[src/rtl/mem_arb_pkg.sv]
// rtl/mem_arb_pkg.sv - shared state encoding and defaults for the two-master memory arbiter
package mem_arb_pkg;

  typedef enum logic [1:0] {
    IDLE = 2'b00,
    GNT0 = 2'b01,
    GNT1 = 2'b10
  } arb_state_e;

  localparam logic [31:0] DEFAULT_ERR_RDATA = 32'hDEAD_BEEF;
  localparam int          CNT_W             = 16;

endpackage

[src/rtl/mem_arb_timeout.sv]
// rtl/mem_arb_timeout.sv - per-grant cycle counter flagging the forced-completion cycle
module mem_arb_timeout
  import mem_arb_pkg::*;
#(
  parameter int TIMEOUT = 1024
) (
  input  logic clk,
  input  logic reset,
  input  logic clear,
  input  logic enable,
  output logic expired
);

  localparam logic [CNT_W-1:0] LIMIT = CNT_W'(TIMEOUT - 1);

  logic [CNT_W-1:0] cnt_q, cnt_d;

  // Holds at LIMIT rather than wrapping; the arbiter always leaves the grant there.
  always_comb begin
    cnt_d = cnt_q;
    if (clear) begin
      cnt_d = '0;
    end else if (enable && (cnt_q != LIMIT)) begin
      cnt_d = cnt_q + CNT_W'(1);
    end
  end

  always_ff @(posedge clk) begin
    if (reset) begin
      cnt_q <= '0;
    end else begin
      cnt_q <= cnt_d;
    end
  end

  assign expired = enable && (cnt_q == LIMIT);

endmodule

[src/rtl/mem_arbiter.sv]
// rtl/mem_arbiter.sv - two-master round-robin arbiter onto one slave port, with access timeout
module mem_arbiter
  import mem_arb_pkg::*;
#(
  parameter int          TIMEOUT   = 1024,
  parameter logic [31:0] ERR_RDATA = DEFAULT_ERR_RDATA
) (
  input  logic        clk,
  input  logic        reset,

  input  logic        m0_valid,
  input  logic [31:0] m0_addr,
  input  logic [31:0] m0_wdata,
  input  logic [3:0]  m0_wstrb,
  output logic        m0_ready,
  output logic [31:0] m0_rdata,

  input  logic        m1_valid,
  input  logic [31:0] m1_addr,
  input  logic [31:0] m1_wdata,
  input  logic [3:0]  m1_wstrb,
  output logic        m1_ready,
  output logic [31:0] m1_rdata,

  output logic        s_valid,
  output logic [31:0] s_addr,
  output logic [31:0] s_wdata,
  output logic [3:0]  s_wstrb,
  input  logic        s_ready,
  input  logic [31:0] s_rdata,

  output logic [1:0]  grant,
  output logic        err,
  input  logic        err_clr
);

  arb_state_e state_q, state_d;
  logic       last_q, last_d;   // 1 = m1 was granted last
  logic       err_q, err_d;
  logic       expired;

  mem_arb_timeout #(.TIMEOUT(TIMEOUT)) u_timeout (
    .clk     (clk),
    .reset   (reset),
    .clear   (state_q == IDLE),
    .enable  (state_q != IDLE),
    .expired (expired)
  );

  always_comb begin
    state_d  = state_q;
    last_d   = last_q;
    err_d    = err_q & ~err_clr;
    s_valid  = 1'b0;
    s_addr   = '0;
    s_wdata  = '0;
    s_wstrb  = '0;
    m0_ready = 1'b0;
    m0_rdata = '0;
    m1_ready = 1'b0;
    m1_rdata = '0;

    case (state_q)
      IDLE: begin
        if (m0_valid && (!m1_valid || last_q)) begin
          state_d = GNT0;
          last_d  = 1'b0;
        end else if (m1_valid) begin
          state_d = GNT1;
          last_d  = 1'b1;
        end
      end
      GNT0: begin
        s_valid = 1'b1;
        s_addr  = m0_addr;
        s_wdata = m0_wdata;
        s_wstrb = m0_wstrb;
        // A slave response in the expiry cycle beats the forced error completion.
        if (s_ready) begin
          m0_ready = 1'b1;
          m0_rdata = s_rdata;
          state_d  = IDLE;
        end else if (expired) begin
          m0_ready = 1'b1;
          m0_rdata = ERR_RDATA;
          err_d    = 1'b1;
          state_d  = IDLE;
        end
      end
      GNT1: begin
        s_valid = 1'b1;
        s_addr  = m1_addr;
        s_wdata = m1_wdata;
        s_wstrb = m1_wstrb;
        if (s_ready) begin
          m1_ready = 1'b1;
          m1_rdata = s_rdata;
          state_d  = IDLE;
        end else if (expired) begin
          m1_ready = 1'b1;
          m1_rdata = ERR_RDATA;
          err_d    = 1'b1;
          state_d  = IDLE;
        end
      end
      default: state_d = IDLE;
    endcase

    // Quiet the bus during reset so an abandoned transfer never shows a ready pulse.
    if (reset) begin
      s_valid  = 1'b0;
      s_addr   = '0;
      s_wdata  = '0;
      s_wstrb  = '0;
      m0_ready = 1'b0;
      m0_rdata = '0;
      m1_ready = 1'b0;
      m1_rdata = '0;
    end
  end

  always_ff @(posedge clk) begin
    if (reset) begin
      state_q <= IDLE;
      last_q  <= 1'b1;
      err_q   <= 1'b0;
    end else begin
      state_q <= state_d;
      last_q  <= last_d;
      err_q   <= err_d;
    end
  end

  assign grant = state_q;
  assign err   = err_q;

endmodule
[config.mk]
export PLATFORM = sky130hd
export DESIGN_NAME = mem_arbiter
export DESIGN_NICKNAME = d
export VERILOG_FILES = /design/src/rtl/mem_arb_pkg.sv /design/src/rtl/mem_arb_timeout.sv /design/src/rtl/mem_arbiter.sv
export SDC_FILE = /design/constraint.sdc
export NUM_CORES = 1
export LEC_CHECK = 0
export ABC_CLOCK_PERIOD_IN_PS = 4630
export BUFFER_PORTS_ARGS = -buffer_cell sky130_fd_sc_hd__buf_2
export CORE_AREA = 5 5 117 119
export CTS_CLUSTER_SIZE = 24
export DETAILED_ROUTE_END_ITERATION = 7
export DIE_AREA = 0 0 122 124
export GPL_ROUTABILITY_DRIVEN = 1
export HOLD_SLACK_MARGIN = 0.05
export PLACE_DENSITY = 0.6
export REMOVE_ABC_BUFFERS = 1
export SYNTH_ARGS = -nofsm -noshare
export SYNTH_HDL_FRONTEND = slang
export SYNTH_SLANG_ARGS = --single-unit
export TNS_END_PERCENT = 100
[constraint.sdc]
create_clock -name clk -period 4.63 [get_ports clk]
set_clock_uncertainty 0.05 [all_clocks]
set_input_delay 0.926 -clock clk [delete_from_list [all_inputs] [get_ports clk]]
set_output_delay 0.926 -clock clk [all_outputs]
set_load 0.03 [all_outputs]
# Word-level counts from Yosys, hierarchy flattened

Index checks and enable logic that the tools add are counted.

Output and inout port bits: 138
Bits of input ports: 174
Word-level logic and storage cells: 55
Bits in registers: 20

Reductions and logical operators: 12
Add/sub/neg operators: 1
Bitwise gates (word level): 2
Mux-type cells: 30
Equal/unequal tests: 6

Operators by type and width:

| cell                                                                     | number |
|---|---|
| 32-bit 2-to-1 mux                                                        | 8 |
| 32-bit one-hot mux with 2 select lines                                   | 2 |
| 16-bit by 1-bit adder with 16-bit output (second input constant)         | 1 |
| 16-bit by 10-bit equality test with 1-bit output (second input constant) | 1 |
| 16-bit by 10-bit != test with 1-bit output (second input constant)       | 1 |
| 1-bit 2-to-1 mux                                                         | 13 |
| 2-bit 2-to-1 mux                                                         | 4 |
| 4-bit one-hot mux with 2 select lines                                    | 1 |
| 4-bit 2-to-1 mux                                                         | 1 |
| 2-bit one-hot mux with 2 select lines                                    | 1 |
| 2-bit AND reduction                                                      | 2 |
| 2-bit nonzero test                                                       | 2 |
| 2-bit OR reduction                                                       | 2 |
| 1-bit logical AND                                                        | 3 |
| 3-bit by 1-bit != test with 1-bit output (second input constant)         | 1 |
| 3-bit != test (second input constant)                                    | 1 |
| 2-bit by 1-bit equality test with 1-bit output (second input constant)   | 1 |
| 2-bit equality test (second input constant)                              | 1 |
| 2-bit logical NOT                                                        | 1 |
| 1-bit bitwise AND                                                        | 1 |
| 1-bit logical NOT                                                        | 1 |
| 1-bit logical OR                                                         | 1 |
| 1-bit NOT                                                                | 1 |

# Logic depth before layout (Yosys ltp)

Gate-level depths: netlist of the first run.

Depth after elaboration: 6
Depth in mapped cells: 9
Mapped depth without buffers: 6

# Cells and area by module

From an unflattened synthesis of the first run, not the netlist that was laid out.

Cell total of the unflattened synthesis: 403
Area, all modules: 2,533.7 um2

Modules (own cells, without submodules):

| module          | times used | area each (um2) | seq. area each (um2) | cells an instance |
|---|---|---|---|---|
| mem_arbiter     | 1          | 1,669.1         | 80.1                 | 304 |
| mem_arb_timeout | 1          | 864.6           | 320.3                | 99 |

# Worst setup path after synthesis of the first run

Ideal clock, no wire load.

Kind: input-to-output
From: input port reset
To: output port m0_rdata[10]
Data required time: 3.654 ns
Path buffers: 4
Stages on the path: 7
Data arrival time: 2.244 ns
Slack: 1.410 ns
Cell sequence: clkbuf_1 > nand2b_1 > clkbuf_1 > nand2b_1 > buf_6 > buf_8 > nor2_1

Word-level cells in the longest chain between the ends: 1

RTL lines:

| item              | RTL line           | text |
|---|---|---|
| start, declared   | mem_arbiter.sv:9   | `input logic reset,` |
| 32-bit 2-to-1 mux | mem_arbiter.sv:110 | `if (reset) begin` |
| end, declared     | mem_arbiter.sv:16  | `output logic [31:0] m0_rdata,` |

No other way between the ends.

# Final worst setup path of the first run

From: register state_q[0], in the netlist grant[0]
To: output port m1_rdata[27]

Word-level cells in the longest chain between the ends: 6
Elaborated cells on any way between the ends: 7
Those cells by class: eq/ne: 1; mux: 4; reduce/logical: 2

RTL lines:

| item                   | RTL line              | text |
|---|---|---|
| start, declared        | mem_arbiter.sv:37     | `arb_state_e state_q, state_d;` |
| start signal, assigned | mem_arbiter.sv:128    | `state_q <= state_d;` |
| 2-bit nonzero test     | mem_arbiter.sv:46     | `.enable (state_q != IDLE),` |
| 1-bit logical AND      | mem_arb_timeout.sv:36 | `assign expired = enable && (cnt_q == LIMIT);` |
| 32-bit 2-to-1 mux      | mem_arbiter.sv:99     | `end else if (expired) begin` |
| 32-bit 2-to-1 mux      | mem_arbiter.sv:95     | `if (s_ready) begin` |
| 32-bit 2-to-1 mux (*)  | mem_arbiter.sv:63     | `case (state_q)` |
| 32-bit 2-to-1 mux (*)  | mem_arbiter.sv:110    |  |
| end, declared          | mem_arbiter.sv:23     | `output logic [31:0] m1_rdata,` |

Mark *: on every way between the ends. The rest lies on a longest branch, timed or not.

==> results of run 1 <==
-- layout make-up --
type / instances / area (sq um) / area share
repair buffers: 315 / 1590 / 0.389
multi-input cells: 326 / 1760 / 0.432
inverters: 7 / 26.3 / 0.00644
clock buffers: 4 / 88.8 / 0.0218
well taps: 172 / 215 / 0.0527
flip-flops and latches: 20 / 400 / 0.0981
-- cell usage after synthesis (4+ instances only) --
library cell	n	area share
or3_1	4	0.011
a22oi_1	68	0.21
ha_1	4	0.021
o31ai_1	4	0.013
o21ai_0	4	0.0084
a31oi_1	4	0.011
a21oi_1	9	0.019
nor2_1	166	0.26
nand3_1	4	0.0084
inv_1	6	0.0095
nand2b_1	8	0.021
clkbuf_1	29	0.046
dfxtp_1	20	0.17
nand2_1	16	0.025
nand4_1	4	0.011
-- cells by family after synthesis --
kind of cell / after synthesis / synth area share
buf+inv: 46 / 0.0936
compound gates: 102 / 0.317
fa+ha+maj: 4 / 0.0210
flops: 20 / 0.168
simple gates: 217 / 0.389
mux: 1 / 0.00421
xor+xnor: 2 / 0.00736
-- critical path: stages, from the launching register on --
cell,delay (ns)
dfxtp_1,0.40
inv_1,0.09
ha_1,0.36
nand4b_1,0.32
o41ai_2,0.28
nand2b_1,0.53
nor2_1,0.29
buf_2,0.24
-- worst max-delay path by stage --
| stage | from | end | slack (ns) | cells after the start |
|---|---|---|---|---|
| floorplan | grant[0] | m0_rdata[0] | 0.30 | 4 |
| global placement | s_ready | m1_rdata[27] | 1.08 | 6 |
| detailed placement | s_ready | m0_rdata[3] | 1.05 | 6 |
| CTS | grant[0] | m1_rdata[27] | 0.86 | 7 |
| global route | grant[1] | m1_rdata[27] | 0.67 | 7 |
| finish | grant[0] | m1_rdata[27] | 0.87 | 7 |
-- where the power goes --
| part | internal, mW | leakage (nW) | switching [mW] |
|---|---|---|---|
| sequential | 0.178 | 0.162 | 0.00646 |
| clock | 0.132 | 0.0442 | 0.0686 |
| combinational | 0.167 | 2.00 | 0.305 |
| total | 0.477 | 2.20 | 0.380 |
-- metal layers --
metal / part of all wire / GRT usage
met1: 0.39 / 0.186
met2: 0.48 / 0.243
met3: 0.12 / 0.0450
met4: 0.0079 / 0.0315
met5: 0.0031 / 0
-- sequential cells by signal, indices dropped and copies added (netlist names) --
name	count
grant	2
err	1
u_timeout.cnt_q	16
last_q	1
==> run_results.csv, run 1 <==
group,metric,value,unit
detailed_routing,dr_total_vias,3917,
cts,clock_latency,0.26,ns
finish,postLayoutCellArea,4080,sq um
cts,cts-root-buf,"clkbuf_16",
sta,hold-worst-slack,0.450,ns
finish,layout_common_cells,"311 x buf_2, 166 x nor2_1, 68 x a22oi_1, 20 x dfxtp_1, 16 x nand2_1",
placement,dp_slack,1.05,ns
sta,period_share,0.812,
finish,layout-drive-gt1-share,0.488,
floorplanning,die_w,122,microns
hold_path,min-delay-start,"u_timeout.cnt_q[15]",
sta,setup_slack,0.871,ns
global_routing,antenna_found_initial,3,
finish,antenna_cells,0,
critical_path,r2r-end,"u_timeout.cnt_q[7]",
hold_path,hold_depth,2,
critical_path,path_max_fanout,25,
placement,place_inst,840,
synthesis,syn_area,2380,sq um
synthesis,syn_inst,392,
outcome,status,"finished, final reports clean",
detailed_routing,drt_first_iter_violations,271,
cts,clk_pin_slew,0.06,ns
critical_path,crit_path_start_kind,"register",
cts,clockBufferDepth,2,
global_routing,grt.overflow.total,0,
sta,fmax,266,MHz
synthesis,ys_types,43,
critical_path,worstSetupPathType,"register to output pin",
finish,finalNonFillerCells,844,
synthesis,ys_seq_elements,20,
detailed_routing,wl_per_cell,15.7,microns
floorplanning,rows,41,
floorplanning,die-area,15100,sq um
cts,clock_sinks,20,
cts,cts-htree-levels,1,
critical_path,cp-end-kind,"output pin",
sta,hold_viol,0,
run,cap_viol_max_count,0,
hold_path,min_to,"u_timeout.cnt_q[15]",
floorplanning,die_h,124,microns
placement,place_area,3990,sq um
pwr,power.total,857,uW
sta,setup_violations,0,
cts,cts_tree,"done",
detailed_routing,ant_nets,0,
critical_path,r2r_cells,4,
sta,report.final.slew_viol_count,0,
critical_path,arrival,2.78,ns
hold_path,hold_path_class,"register to register",
cts,cts_setup_buffers,0,
synthesis,synth_edf_count,0,
sta,max-slew-margin-rel,0.221,
critical_path,r2r_slack,2.08,ns
detailed_routing,drc_errors,0,
finish,utilization,0.327,
synthesis,synth-async-reset-ratio,0,
global_routing,gr-usage-all-layers,0.146,
pwr,ir_drop,0.101,mV
sta,worst_pin_slew,1.16,ns
synthesis,avgSynthCellArea,6.07,sq um
placement,port_buffers,311,
sta,min_period,3.76,ns
placement,gp_congestion,0.805,
cts,cts.hold.buffers_added,0,
pwr,pwr_density_cell,210,nW/um^2
detailed_routing,vias_per_cell,4.64,
global_routing,grt_pass1_vias,3442,
global_routing,grt_max_degree,69,
pwr,power.leakage,2.20,nW
finish,layout_commonest_cell,"buf_2",
global_routing,grt_pass1_wl,17800,microns
synthesis,ys_warn_count,0,
critical_path,r2r-start,"u_timeout.cnt_q[11]",
synthesis,yosysSeqAreaShare,0.168,
finish,area_growth,71.5,%
finish,fillers,1383,
detailed_routing,first_pass_iters,4,
cts,cts-buffers-inserted,3,
critical_path,cp_data_required_time,3.65,ns
cts,ctsResizeCount,0,
detailed_routing,wl,13200,microns
floorplanning,core_area,12500,sq um
placement,dp_hpwl,11000,microns
finish,nets,851,
floorplanning,ios,312,
synthesis,synth_flop_cell,"dfxtp_1",
sta,tns,0,ns
sta,rsz0062_at_grt,"no",
floorplanning,start_util,0.191,
Power figures use the tool's default switching activity.
==> run 2, diff against run 1 <==
Settings changed: ABC_AREA from default to 1, ABC_CLOCK_PERIOD_IN_PS 4630 to 3700, CORE_AREA 5 5 117 119 to 5 5 119 121, DIE_AREA 0 0 122 124 to 0 0 124 126, PLACE_DENSITY 0.6 to 0.61.
Clock period 4.63 ns to 3.7 ns, I/O delays scaled along.
==> run 2 against run 1 <==
- non-clock buffer count up 1
- die area up 3.3%
- first-iteration DRC count down 2.6%
- synthesized cell count up 34%
- area after synthesis up 12%
- via count up 9.6%
- core utilization up 1.4 points
- register-to-register slack worse by 0.16 ns
- sequential cell count unchanged
- count of clock-buffer cells in the layout down 1
- cell count up 17%
- critical path type unchanged
==> run_results.csv, run 2 <==
group,metric,value,unit
sta,min_period,3.11,ns
detailed_routing,drt_first_iter_violations,264,
detailed_routing,first_pass_iters,6,
sta,setup_violations,0,
cts,cts-root-buf,"clkbuf_16",
finish,layout-drive-gt1-share,0.429,
sta,hold-worst-slack,0.437,ns
sta,worst_pin_slew,0.682,ns
synthesis,synth-async-reset-ratio,0,
cts,clockBufferDepth,2,
detailed_routing,wl,14600,microns
cts,clk_pin_slew,0.06,ns
placement,gp_congestion,0.920,
floorplanning,start_util,0.206,
detailed_routing,wl_per_cell,14.7,microns
synthesis,avgSynthCellArea,5.09,sq um
critical_path,cp_data_required_time,2.91,ns
detailed_routing,drc_errors,0,
critical_path,crit_path_start_kind,"register",
floorplanning,rows,42,
floorplanning,die-area,15600,sq um
placement,dp_hpwl,12400,microns
sta,rsz0062_at_grt,"no",
sta,period_share,0.841,
detailed_routing,dr_total_vias,4293,
synthesis,ys_warn_count,0,
synthesis,yosysSeqAreaShare,0.150,
pwr,pwr_density_cell,236,nW/um^2
floorplanning,core_area,13000,sq um
cts,clock_latency,0.26,ns
sta,fmax,321,MHz
cts,cts-htree-levels,1,
global_routing,grt_pass1_vias,3982,
cts,cts-buffers-inserted,3,
synthesis,synth_flop_cell,"dfxtp_1",
synthesis,synth_edf_count,0,
critical_path,cp-end-kind,"output pin",
sta,max-slew-margin-rel,0.545,
floorplanning,ios,312,
run,cap_viol_max_count,0,
synthesis,yosysTopAreaCellShare,0.273,
pwr,power.leakage,2.40,nW
finish,layout_common_cells,"311 x buf_2, 194 x nand2_1, 111 x nor2_1, 85 x a21oi_1, 24 x inv_1",
placement,port_buffers,311,
sta,hold_viol,0,
global_routing,grt.overflow.total,0,
global_routing,grt_max_degree,43,
outcome,status,"finished, final reports clean",
floorplanning,die_w,124,microns
global_routing,gr-usage-all-layers,0.172,
critical_path,path_max_fanout,42,
detailed_routing,ant_nets,0,
sta,tns,0,ns
detailed_routing,vias_per_cell,4.34,
cts,ctsResizeCount,0,
global_routing,antenna_found_initial,1,
finish,largest_reg_flops,16,
synthesis,synth_common_cells,"194 x nand2_1, 111 x nor2_1, 85 x a21oi_1, 24 x inv_1, 20 x dfxtp_1",
synthesis,ys_seq_elements,20,
finish,layout_commonest_cell,"buf_2",
critical_path,worstSetupPathType,"register to output pin",
hold_path,hold_path_class,"register to register",
cts,clock_sinks,20,
finish,nets,992,
cts,cts_tree,"done",
synthesis,syn_area,2670,sq um
pwr,ir_drop,0.120,mV
synthesis,ys_types,29,
synthesis,syn_inst,525,
critical_path,arrival,2.32,ns
cts,cts_setup_buffers,0,
floorplanning,die_h,126,microns
finish,antenna_cells,0,
cts,cts.hold.buffers_added,0,
finish,area_growth,65.7,%
synthesis,yosysMostFrequentCell,"nand2_1",
sta,report.final.slew_viol_count,0,
synthesis,synth_area_leaders,"nand2_1 27%, a21oi_1 16%, nor2_1 16%, dfxtp_1 15%, inv_1 3.4%",
global_routing,grt_pass1_wl,21500,microns
synthesis,yosysTopAreaCell,"nand2_1",
finish,largest-register,"u_timeout.cnt_q",
## run 2: changes by cell type after synthesis, moves of 7 or more
| cell | delta |
|---|---|
| nor2_1 | -55 |
| a21oi_1 | +76 |
| a22oi_1 | -68 |
| clkbuf_1 | -11 |
| inv_2 | +7 |
| nand2_1 | +178 |
| nand2b_1 | -8 |
| buf_2 | +8 |
| inv_1 | +18 |
## run 2: report_power, final
part	internal, mW	total [mW]	switching (mW)
Sequential	0.223	0.229	0.00589
Combinational	0.160	0.515	0.355
Clock	0.215	0.300	0.0851
## run 2: metal layers
layer,track usage,part of all wire,routed length [microns],vias to the layer above
met2,0.301,0.51,7430,183
li1,-,-,-,2216
met4,0.0277,0.013,184,2
met3,0.0462,0.082,1190,20
met1,0.214,0.39,5730,1872
met5,0,0.00089,13,-
## run 2: cells by family (layout without fill, tap and decap cells)
| family | after synthesis | after routing | synth area share |
|---|---|---|---|
| fa+ha+maj | 4 | 4 | 0.0187 |
| xor+xnor | 5 | 5 | 0.0164 |
| buf+inv | 65 | 353 | 0.110 |
| flops | 20 | 20 | 0.150 |
| compound gates | 94 | 94 | 0.177 |
| simple gates | 337 | 337 | 0.528 |
## run 2: critical path, stage by stage (launching register included)
cell and delay [ns]:
dfxtp_1 0.38, inv_1 0.08, ha_1 0.29, inv_1 0.07
nor2_1 0.06, inv_2 0.50, buf_4 0.40, a21oi_1 0.08
buf_2 0.19
## run 2: cell type report
cell class              count  area, sq um
clock buffers               3         75.1
clock inverters             1         30.0
fillers                  1538         8550
inverters                  33          125
multi-input cells         440         1980
flip-flops and latches     20          400
well taps                 176          220
repair buffers            316         1590
## run 2: final timing paths
path	from	endpoint	slack, ns	cells past startpoint
hold reg to reg	last_q	last_q	0.44	2
hold / removal	last_q	last_q	0.44	2
setup / recovery	grant[0]	s_addr[2]	0.59	8
setup reg to reg	grant[0]	u_timeout.cnt_q[13]	1.92	5
## run 2: through the flow
step                      setup WS (ns)   util  instances  area [sq um]  total power [mW]
final                             0.588  0.341        989          4430              1.04
after global routing              0.441  0.341        989          4430              1.11
after CTS                         0.579  0.341        989          4430              1.06
after detailed placement          0.746  0.333        985          4320             0.749
after global placement            0.780  0.333        985          4320             0.752
after floorplan                   0.165      -        493          2500             0.537
==> run 3, diff against run 2 <==
Settings changed: ABC_CLOCK_PERIOD_IN_PS 3700 to 2600, CORE_AREA 5 5 119 121 to 5 5 117 119, DIE_AREA 0 0 124 126 to 0 0 122 124, PLACE_DENSITY 0.61 to 0.65.
Clock period 3.7 ns to 2.6 ns, I/O delays scaled along.
==> run 3 against run 2 <==
- total power increased by 39%
- die area fell by 3.2%
- combinational power rose by 49%
- first-iteration DRC count fell by 23%
- sequential power up 42%
==> run_results.csv, run 3 (synthesized netlist as in run 2, its figures left out) <==
group,metric,value,unit
sta,rsz0062_at_grt,"yes",
finish,postLayoutCellArea,4560,sq um
floorplanning,rows,41,
critical_path,r2r_slack,0.99,ns
sta,report.final.slew_viol_count,0,
placement,port_buffers,311,
pwr,p_int,803,uW
sta,fmax,403,MHz
finish,fillers,1471,
detailed_routing,wl,14400,microns
finish,antenna_cells,0,
critical_path,r2r-end,"u_timeout.cnt_q[10]",
global_routing,gr-usage-all-layers,0.170,
pwr,p_comb_frac,0.530,
pwr,p_sw,647,uW
global_routing,grt_max_degree,57,
floorplanning,die_w,122,microns
pwr,seq_power_share,0.225,
pwr,power.total,1.45,mW
finish,largest_reg_flops,16,
sta,max-slew-margin-rel,0.727,
finish,nets,995,
pwr,power.leakage,2.40,nW
cts,cts-buffers-inserted,3,
pwr,power.share.switching,0.446,
finish,layout_commonest_cell,"buf_2",
sta,tns,0,ns
placement,place_area,4360,sq um
pwr,pwr-share-clk,0.245,
global_routing,grt.overflow.total,0,
cts,cts_tree,"done",
detailed_routing,drc_errors,0,
critical_path,arrival,1.91,ns
sta,hold_viol,0,
sta,setup_violations,0,
critical_path,crit_path_start_kind,"register",
hold_path,min_to,"last_q",
detailed_routing,ant_nets,0,
sta,min_period,2.48,ns
floorplanning,die-area,15100,sq um
hold_path,hold_path_class,"register to register",
floorplanning,ios,312,
critical_path,path_max_fanout,56,
detailed_routing,drt_first_iter_violations,203,
finish,largest-register,"u_timeout.cnt_q",
finish,layout-drive-gt1-share,0.444,
detailed_routing,dr_total_vias,4289,
finish,area_growth,70.8,%
sta,hold-worst-slack,0.433,ns
critical_path,startpoint,"grant[0]",
critical_path,cp-end-kind,"output pin",
outcome,status,"finished, final reports clean",
sta,worst_pin_slew,0.409,ns
finish,layout_common_cells,"286 x buf_2, 194 x nand2_1, 109 x nor2_1, 80 x a21oi_1, 27 x buf_4",
critical_path,r2r_cells,9,
global_routing,antenna_found_initial,0,
global_routing,grt_pass1_vias,3957,
cts,cts-root-buf,"clkbuf_16",
detailed_routing,first_pass_iters,5,
floorplanning,core_area,12500,sq um
floorplanning,die_h,124,microns
critical_path,cp_data_required_time,2.03,ns
pwr,ir_drop,0.148,mV
finish,utilization,0.366,
detailed_routing,vias_per_cell,4.34,
cts,cts-htree-levels,1,
floorplanning,start_util,0.214,
cts,clk_pin_slew,0.06,ns
placement,gp_congestion,1.00,
detailed_routing,wl_per_cell,14.6,microns
critical_path,r2r-start,"u_timeout.cnt_q[0]",
global_routing,grt_pass1_wl,20600,microns
cts,clock_sinks,20,
cts,clockBufferDepth,2,
critical_path,worstSetupPathType,"register to output pin",
sta,period_share,0.954,
cts,cts.hold.buffers_added,0,
run,cap_viol_max_count,0,
cts,clock_latency,0.26,ns
hold_path,min-delay-start,"last_q",
hold_path,hold_depth,2,
placement,dp_hpwl,12200,microns
pwr,pwr_density_cell,318,nW/um^2
[run 3: layout make-up]
cell class                 count  area [sq um]  area share
multi-input combinational    440          2030       0.444
timing repair buffer         319          1700       0.373
sequential                    20           402      0.0880
tap                          172           215      0.0472
inverter                      33           128      0.0280
clock buffer                   4          88.8      0.0195
[run 3: timing repair]
item / 4_1_cts / 5_1_grt
setup endpoints to repair: 3 / 106
resized for setup: 5 / 51
pin swaps: 0 / 1
setup buffers: 0 / 1
[run 3: power by group through the flow]
stage / combinational [mW] / sequential, mW / clock, mW
after detailed placement: 0.753 / 0.332 / 0
final: 0.768 / 0.326 / 0.355
after global routing: 0.848 / 0.327 / 0.376
after global placement: 0.757 / 0.331 / 0
after floorplan: 0.426 / 0.338 / 0
after CTS: 0.761 / 0.325 / 0.362
[run 3: per-layer routing]
metal | GRT usage | up-vias | share of wire
li1 | - | 2216 | -
met1 | 0.208 | 1893 | 0.40
met2 | 0.300 | 157 | 0.51
met3 | 0.0427 | 23 | 0.069
met4 | 0.0427 | 0 | 0.024
met5 | 0 | - | 0
[run 3: per-stage QoR]
stage | cells | worst slack (ns)
3_3_place_gp | 983 | 0.190
2_1_floorplan | 493 | -0.715
3_5_place_dp | 983 | 0.170
6_report | 988 | 0.119
4_1_cts | 987 | 0.00167
5_1_grt | 988 | -0.0384
[run 3: how the worst max path moves through the flow]
stage                    to  slack [ns]  depth (start not counted)
2_1_floorplan   m1_rdata[0]       -0.71                          5
3_3_place_gp    s_wdata[13]        0.19                          8
3_5_place_dp    s_wdata[13]        0.17                          8
4_1_cts        m0_rdata[15]       0.002                          8
5_1_grt         s_wdata[14]       -0.04                          8
6_report         s_wdata[0]        0.12                          8
[run 3: critical path, stage by stage (launching register included)]
cell	delay (ns)
dfxtp_1	0.38
inv_1	0.08
ha_1	0.29
inv_1	0.05
nor2_2	0.14
inv_4	0.11
buf_12	0.20
a21oi_1	0.18
buf_4	0.20
